$ cat src/rtl/mem_agu.sv
// Two-stage address generation unit: scaled add/sub of base and offset with valid/ready flow control.
// Optional alignment check enabled by defining MEM_AGU_ALIGN_CHECK_EN.
module mem_agu #(
    parameter int WIDTH     = 64,
    parameter int SCALE_MAX = 3
) (
    input  logic             clk,
    input  logic             rst,
    input  logic             in_valid,
    output logic             in_ready,
    input  logic [WIDTH-1:0] operand1,
    input  logic [WIDTH-1:0] operand2,
    input  logic [1:0]       op,
    input  logic [1:0]       scale,
    input  logic [1:0]       size,
    output logic             out_valid,
    input  logic             out_ready,
    output logic [WIDTH-1:0] res,
    output logic             carry,
    output logic             misalign
);

    function automatic logic [1:0] sat_scale(input logic [1:0] s);
        if (int'(s) > SCALE_MAX)
            return 2'(SCALE_MAX);
        return s;
    endfunction

`ifdef MEM_AGU_ALIGN_CHECK_EN
    function automatic logic misalign_of(input logic [WIDTH-1:0] r, input logic [1:0] sz);
        case (sz)
            2'd1:    return r[0];
            2'd2:    return |r[1:0];
            2'd3:    return |r[2:0];
            default: return 1'b0;
        endcase
    endfunction
`endif

    logic             vld_p1, vld_p2;
    logic [WIDTH-1:0] op1_p1, op2_p1;
    logic             sub_p1;
    logic [WIDTH-1:0] res_p2;
    logic             carry_p2;
    logic             adv_p1, adv_p2, accept_p0;
    logic [WIDTH-1:0] op2_sh_p0;
    logic [WIDTH:0]   sum_p1;

    assign adv_p2    = !vld_p2 || out_ready;
    assign adv_p1    = !vld_p1 || adv_p2;
    assign in_ready  = adv_p1;
    assign accept_p0 = in_valid && adv_p1;

    // p0 -> p1: scale the offset; only op[1] distinguishes add from sub
    assign op2_sh_p0 = operand2 << sat_scale(scale);

    always_ff @(posedge clk) begin
        if (accept_p0) begin
            op1_p1 <= operand1;
            op2_p1 <= op2_sh_p0;
            sub_p1 <= op[1];
        end
    end

    // p1 -> p2: the extra top bit of the widened result is carry on add and borrow on sub
    assign sum_p1 = sub_p1 ? ({1'b0, op1_p1} - {1'b0, op2_p1})
                           : ({1'b0, op1_p1} + {1'b0, op2_p1});

    always_ff @(posedge clk or posedge rst) begin
        if (rst) begin
            vld_p1   <= 1'b0;
            vld_p2   <= 1'b0;
            res_p2   <= '0;
            carry_p2 <= 1'b0;
        end else begin
            if (adv_p1)
                vld_p1 <= in_valid;
            if (adv_p2) begin
                vld_p2 <= vld_p1;
                if (vld_p1) begin
                    res_p2   <= sum_p1[WIDTH-1:0];
                    carry_p2 <= sum_p1[WIDTH];
                end
            end
        end
    end

    assign out_valid = vld_p2;
    assign res       = res_p2;
    assign carry     = carry_p2;

`ifdef MEM_AGU_ALIGN_CHECK_EN
    logic [1:0] size_p1;
    logic       mis_p2;
    logic       unused_in;

    always_ff @(posedge clk) begin
        if (accept_p0)
            size_p1 <= size;
    end

    always_ff @(posedge clk or posedge rst) begin
        if (rst)
            mis_p2 <= 1'b0;
        else if (adv_p2 && vld_p1)
            mis_p2 <= misalign_of(sum_p1[WIDTH-1:0], size_p1);
    end

    assign misalign  = mis_p2;
    assign unused_in = op[0];
`else
    logic unused_in;

    assign misalign  = 1'b0;
    assign unused_in = ^{op[0], size};
`endif

endmodule
$ cat config.mk
export PLATFORM = sky130hd
export DESIGN_NAME = mem_agu
export DESIGN_NICKNAME = d
export VERILOG_FILES = /design/src/rtl/mem_agu.sv
export SDC_FILE = /design/constraint.sdc
export NUM_CORES = 1
export LEC_CHECK = 0
export BUFFER_PORTS_ARGS = -buffer_cell sky130_fd_sc_hd__buf_2
export CAP_MARGIN = 20
export CORE_MARGIN = 1
export CORE_UTILIZATION = 50
export CTS_CLUSTER_DIAMETER = 150
export DETAILED_ROUTE_END_ITERATION = 8
export PLACE_DENSITY = 0.72
export SYNTH_ARGS = -nofsm -noshare
export SYNTH_HDL_FRONTEND = slang
export SYNTH_SLANG_ARGS = --single-unit
$ cat constraint.sdc
create_clock -name clk -period 12.3 [get_ports clk]
set_input_delay 1.23 -clock clk [delete_from_list [all_inputs] [get_ports clk]]
set_output_delay 1.23 -clock clk [all_outputs]
set_load 0.05 [all_outputs]
==> run metrics, run 1 <==
# hold bufs at CTS 0; post-CTS setup buffer count 0; DRC viols 0; area leader, netlist edfxtp_1; Post-DP Area 0.01433 mm²; clk_skew 0.01072 ns; clock sinks 196; Final period util 0.4419; Slew headroom 0.3467; latest clock arrival within the worst-skew pair 0.44 ns; final net count 1621; Starting Density 0.5148; commonest cells after routing, fill and taps aside 200 x buf_2, 129 x edfxtp_1, 123 x a21oi_1; CTS Buf Count 17; Slew Viols, Final 0; vias in the first global route 9167; Final min period 5.436 ns; P&R area growth vs syn 13.90%; H-tree Lvls 4; synth unique cells 78; number of synthesis warnings 0; run status finished clean; Post-Synthesis Cells 1255; die area 0.02688 mm²; layout cells sized above 1 0.2294; required time of the critical path 12.59 ns; gr ovfl total 0; crit-path max FO 6; syn nets 1459; endpoint class of the critical path flip-flop; drt first pass iters 5; most common cell after layout, fill and taps aside buf_2; LEAKAGE 6.015 nW; RD Place Congestion 0.9113; RSZ-0062 raised after global routing false; Initial DRC Count 973; gr usage total 0.2407; top-area cell type share of the netlist area 0.2954; Final Hold Vio Count 0; Max Freq 184.0 MHz; chip width 164.0 µm; post-synthesis register bit count 196; Hold Startpoint res[54]$_DFFE_PP0P_; DIE HEIGHT 164.0 µm; Worst setup SP type flip-flop; Final ANT Viol Nets 0; clock root buffer clkbuf_16; Max Cap Viol 0; IO Count 206; DR vias/cell 5.805; Min-Delay Path Class flip-flop to flip-flop; Clock transition at path regs 0.08 ns; via count 10230; Max rail drop VDD 0.0001036 V; Arrival @ worst endpoint 5.72 ns; sum of negative setup slack 0 ns; CTS tree built; Port Buffers 201; CP Launch Point op2_p1[12]$_DFFE_PP_; Post-synth ARST share 0.3418; P per Cell Area 164.1 mW/mm²; Final setup viols 0; final instance area 0.01494 mm²; cts repair resizes 0; clock buffer depth 2; Worst-Margin Slew 0.9799 ns; initial antenna violation count 2; Synth Cell Area 0.01311 mm²; first-pass GRT wire length 49320 µm; row cnt 58; routed length per instance 17.90 µm; DP HPWL 24880 µm; register area share after synthesis 0.4232; most area-consuming cells after synthesis edfxtp_1 30%, dfrtp_1 13%, mux4_2 10%, xnor2_1 6.5%, ha_1 6.2%; Synth Flop Type edfxtp_1; number of flops mapped to enable cells by yosys 129; worst reg2reg startpoint op2_p1[12]$_DFFE_PP_; Crit Path Category flip-flop to flip-flop; core area 0.02547 mm²; Post-Syn Area per Cell 10.45 µm²; largest net degree at the start of global routing 114; Routed WL 31550 µm
==> cell usage after synthesis (all sizes together), types with 4 or more instances <==
master    n
nor2     95
a31oi    16
nor3     32
ha       65
or4       4
nand4    20
dfrtp    67
o21bai   18
buf      14
a211oi    8
nand3b    4
nor2b     8
a21boi    5
o211ai    4
xor2     23
nand2   121
edfxtp  129
o31ai     4
nand3    23
clkbuf   50
a21oi   124
o21a      6
o21ai   105
mux4     60
inv      30
a21o     32
mux2i     5
or3       6
and3     12
nand2b   12
xnor2    98
nor4     11
and2      6
==> layer usage <==
layer | vias up | track usage | routed length (µm)
met2 | 349 | 0.3409 | 13380
met4 | 0 | 0.07071 | 502
li1 | 5018 | - | -
met5 | - | 0 | 0
met3 | 34 | 0.02904 | 2134
met1 | 4827 | 0.3822 | 15530
==> power breakdown <==
group	internal [mW]	switching (mW)
combinational	0.319	0.696
sequential	0.826	0.0668
clock	0.269	0.275
total	1.41	1.04
==> cell type report <==
cell class | count | area (µm²)
Multi-Input combinational cell | 965 | 7212
Inverter | 30 | 112.6
Tap cell | 330 | 412.9
Fill cell | 2196 | 10540
Clock inverter | 15 | 145.1
Clock buffer | 17 | 425.4
Antenna cell | 2 | 5.005
Timing Repair Buffer | 207 | 1074
Sequential cell | 196 | 5550
==> cells by family (layout without fill, tap and decap cells) <==
group           count (synthesis)  in the layout  share of synthesized area
simple gates                  364            364                     0.1376
compound gates                346            346                     0.1584
flops                         196            196                     0.4232
xor+xnor                      121            121                    0.08081
buf+inv                        94            269                    0.02757
mux                            67             67                     0.1086
fa+ha+maj                      66             66                    0.06354
other cells                     1              3                  0.0002860
==> metrics by stage <==
stage | instances | hold WS [ns] | util | worst slack (ns) | total power, mW
3_3_place_gp | 1727 | 0.4574 | 0.5627 | 7.145 | 1.900
6_report | 1762 | 0.4729 | 0.5864 | 6.864 | 2.451
3_5_place_dp | 1727 | 0.4658 | 0.5627 | 6.982 | 1.915
5_1_grt | 1762 | 0.4979 | 0.5864 | 6.481 | 2.581
4_1_cts | 1759 | 0.4827 | 0.5851 | 6.941 | 2.458
2_1_floorplan | 1255 | 0.4711 | - | 7.071 | 1.657
==> critical path: stages (launching register included) <==
cell and delay, ns:
edfxtp_1 0.43, or4_4 0.60, nor4_4 0.31, and3_1 0.32, and2_1 0.21, nand2_1 0.06
nor2_1 0.21, a21oi_1 0.12, xnor2_1 0.16, ha_1 0.38, nand2_1 0.17, o21ai_0 0.40
a21oi_1 0.11, a2111oi_0 0.65, o22ai_1 0.13, a21oi_1 0.30, a21oi_1 0.20, o21ai_0 0.24
xnor2_1 0.17, o21ai_0 0.09
==> state kept, by name, indices dropped and copies added (netlist names) <==
signal	cells
vld_p1	1
op2_p1	64
out_valid	1
sub_p1	1
carry	1
res	64
op1_p1	64
==> final timing paths <==
kind / to / slack (ns) / cells past startpoint
max in group asynchronous: vld_p1$_DFFE_PP0N_ / 10.68 / 3
min in group asynchronous: res[14]$_DFFE_PP0P_ / 1.03 / 3
hold reg to reg: res[54]$_DFFE_PP0P_ / 0.47 / 2
hold / removal: res[54]$_DFFE_PP0P_ / 0.47 / 2
setup / recovery: res[59]$_DFFE_PP0P_ / 6.86 / 19
setup reg to reg: res[59]$_DFFE_PP0P_ / 6.86 / 19
No activity file was read; power rests on OpenSTA's default activity.
==> run 2, diff against run 1 <==
--- a/config.mk
+++ b/config.mk
@@ -5,13 +5,14 @@
 export SDC_FILE = /design/constraint.sdc
 export NUM_CORES = 1
 export LEC_CHECK = 0
+export ABC_AREA = 1
 export BUFFER_PORTS_ARGS = -buffer_cell sky130_fd_sc_hd__buf_2
 export CAP_MARGIN = 20
 export CORE_MARGIN = 1
 export CORE_UTILIZATION = 50
 export CTS_CLUSTER_DIAMETER = 150
 export DETAILED_ROUTE_END_ITERATION = 8
-export PLACE_DENSITY = 0.72
+export PLACE_DENSITY = 0.71
 export SYNTH_ARGS = -nofsm -noshare
 export SYNTH_HDL_FRONTEND = slang
 export SYNTH_SLANG_ARGS = --single-unit
==> constraint.sdc (replaced) <==
create_clock -name clk -period 5.15 [get_ports clk]
set_input_delay 0.515 -clock clk [delete_from_list [all_inputs] [get_ports clk]]
set_output_delay 0.515 -clock clk [all_outputs]
set_load 0.05 [all_outputs]
==> run 2 against run 1 <==
Compared with the run above: critical path depth increased by 2; hold slack got worse by 0.26 ns; routed wire length is 42% higher; count of clock-buffer cells in the layout unchanged; first-iteration DRC count up 28%; worst setup slack lost 5.5 ns; area after synthesis rose by 21%; clock power grew to 2.5 times the previous value; sequential power grew 150%; maximum frequency grew 43%.
==> run metrics, run 2 <==
run status finished clean; DIE HEIGHT 180.1 µm; clock power share 0.202; reg-to-reg endpoint carry$_DFFE_PP0P_; clock buffer depth 2; Worst setup SP type flip-flop; commonest cells after routing, fill and taps aside 813 x nand2_1, 424 x inv_1, 200 x nor2_1, 200 x buf_2, 129 x edfxtp_1; Synth Flop Type edfxtp_1; first-pass GRT wire length 70500 µm; Final period util 0.7362; CP max stage cell edfxtp_1; layout cells sized above 1 0.1191; # fillers 3073; LEAKAGE 9.730 nW; gr ovfl total 0; compound-gate portion of the synthesized area 0.03962; routed length per instance 15.62 µm; Final min period 3.792 ns; Initial DRC Count 1241; most area-consuming cells after synthesis edfxtp_1 24%, nand2_1 19%, dfrtp_1 11%, inv_1 10%, mux2i_1 7.2%; row cnt 64; final net count 2667; Starting Density 0.5128; gr usage total 0.2834; area leader, netlist edfxtp_1; Routed WL 44850 µm; Commonest cells post-synth 814 x nand2_1, 426 x inv_1, 200 x nor2_1, 129 x edfxtp_1, 114 x mux2i_1; R2R depth 21; delay-heaviest family, CP simple AND/OR/NAND/NOR gates; XOR/XNOR share of the synthesized area 0.04965; Synth Cell Area 0.01585 mm²; worst reg2reg startpoint op2_p1[30]$_DFFE_PP_; chip width 180.1 µm; register area share after synthesis 0.3501; H-tree Lvls 4; Final setup viols 0; Final ANT Viol Nets 0; Crit Path Category flip-flop to flip-flop; Final Hold Vio Count 0; CTS tree built; CTS Buf Count 17; Clock transition at path regs 0.08 ns; drt first pass iters 6; vias in the first global route 13390; Comb power frac 0.472; RD Place Congestion 0.9373; Sw Pwr 3.218 mW; P&R area growth vs syn 12.74%; Worst Path Buf+Inv 1; endpoint class of the critical path flip-flop; # hold bufs at CTS 0; top-count cell post-synth nand2_1; Max rail drop VDD 0.0002709 V; register share of total power 0.326; Port Buffers 201; largest net degree at the start of global routing 98; syn nets 2474; cts repair resizes 0; Synth Area in Adders 0.05257; Max Freq 263.7 MHz; footprint of the multi-input gates 0.008541 mm²; Slew headroom 0.3704; clock root buffer clkbuf_16; Hold Startpoint operand1[51]; placed cell count 2840; initial antenna violation count 0; post-CTS setup buffer count 0; DP HPWL 37710 µm; Worst-Margin Slew 0.9444 ns; Post-synth ARST share 0.3418; WHS Endpoint op1_p1[51]$_DFFE_PP_; die area 0.03242 mm²; number of diodes 0; Worst path max stage delay 0.45 ns; number of flops mapped to enable cells by yosys 129; internal power 3.619 mW; clock sinks 196; Post-Syn Area per Cell 6.983 µm²; RSZ-0062 raised after global routing false; crit-path max FO 5; Sw Share 0.4707; core area 0.03091 mm²; Min-Delay Path Class input pin to flip-flop; DRC viols 0; synth unique cells 47; Critical Path Most Common Cell nand2_1; most common cell after layout, fill and taps aside nand2_1; Synth Area in Simple Gates 0.3246; Slew Viols, Final 0; P per Cell Area 382.6 mW/mm²; sum of negative setup slack 0 ns; post-synthesis mux area share 0.07199; Post-Synthesis Cells 2270; number of synthesis warnings 0; DR vias/cell 5.009; post-route insts no fill 2872; WHS Path Cells 1; cell depth of the worst setup path 21; via count 14390; crit-path cells nor2_1 -> nand2_1 -> nor2_1 -> nand2_1 -> nor2_1 -> nand4_1 -> xor2_1 -> nand2_1 -> nand2_1 -> ha_1 -> nand2_1 -> inv_1 -> nand2_1 -> nor2_1 -> nand2_1 -> nor4_1 -> nand2_1 -> nand2_1 -> nand2_1 -> nand3_1 -> nand2_1; required time of the critical path 5.50 ns; post-layout util 0.5782; post-synthesis register bit count 196; latest clock arrival within the worst-skew pair 0.47 ns; R2R Setup Slk 1.36 ns; Reg area 0.005550 mm²; clk_skew 0.02115 ns; top-area cell type share of the netlist area 0.2444; IO Count 206; Arrival @ worst endpoint 4.15 ns; Max Cap Viol 0; largest family of logic cells by synthesized area simple AND/OR/NAND/NOR gates
==> run 2: cell families after synthesis <==
family	count (synthesis)
buffers and inverters	464
AO/OA/AOI/OAI	116
AND/OR/NAND/NOR	1224
adder cells (fa/ha/maj)	66
flip-flops	196
multiplexers	114
XOR/XNOR	89
other	1
==> run 2: power groups by stage <==
stage	clock, mW	combinational, mW	sequential (mW)
after floorplan	0	1.55	3.05
after global placement	0	3.17	2.24
after detailed placement	0	3.21	2.26
after CTS	1.40	3.22	2.23
after global routing	1.46	3.53	2.27
final	1.38	3.23	2.23
==> run 2: final cells by class <==
cell class,count,area share
Multi-Input combinational cell,1610,0.4779
Inverter,429,0.09025
Tap cell,396,0.02773
Clock inverter,15,0.009942
Timing Repair Buffer,209,0.05979
Clock buffer,17,0.02380
Sequential cell,196,0.3106
==> run 2: through the flow <==
step                      power [mW]  cell area, µm²  hold WS (ns)  setup WS [ns]
after floorplan                4.603           15850        0.5513         0.9273
after global placement         5.417           17270        0.4580          1.472
after detailed placement       5.468           17270        0.4621          1.408
after CTS                      6.849           17870        0.1923          1.393
after global routing           7.263           17870        0.1936          1.058
final                          6.837           17870        0.2110          1.358
==> run 2: worst max-delay path by stage <==
| stage | start | endpoint | slack, ns |
|---|---|---|---|
| floorplan | out_valid$_DFFE_PP0P_ | op1_p1[0]$_DFFE_PP_ | 0.93 |
| global placement | op2_p1[30]$_DFFE_PP_ | carry$_DFFE_PP0P_ | 1.47 |
| detailed placement | op2_p1[30]$_DFFE_PP_ | carry$_DFFE_PP0P_ | 1.41 |
| CTS | op2_p1[30]$_DFFE_PP_ | carry$_DFFE_PP0P_ | 1.39 |
| global route | op2_p1[0]$_SDFFCE_PP0P_ | res[63]$_DFFE_PP0P_ | 1.06 |
| finish | op2_p1[30]$_DFFE_PP_ | carry$_DFFE_PP0P_ | 1.36 |
==> run 2: metal layers <==
| layer | track usage | wire, µm |
|---|---|---|
| met5 | 0 | 0 |
| met4 | 0.1005 | 1221 |
| met3 | 0.03112 | 2156 |
| met2 | 0.4384 | 19490 |
| met1 | 0.4106 | 21980 |
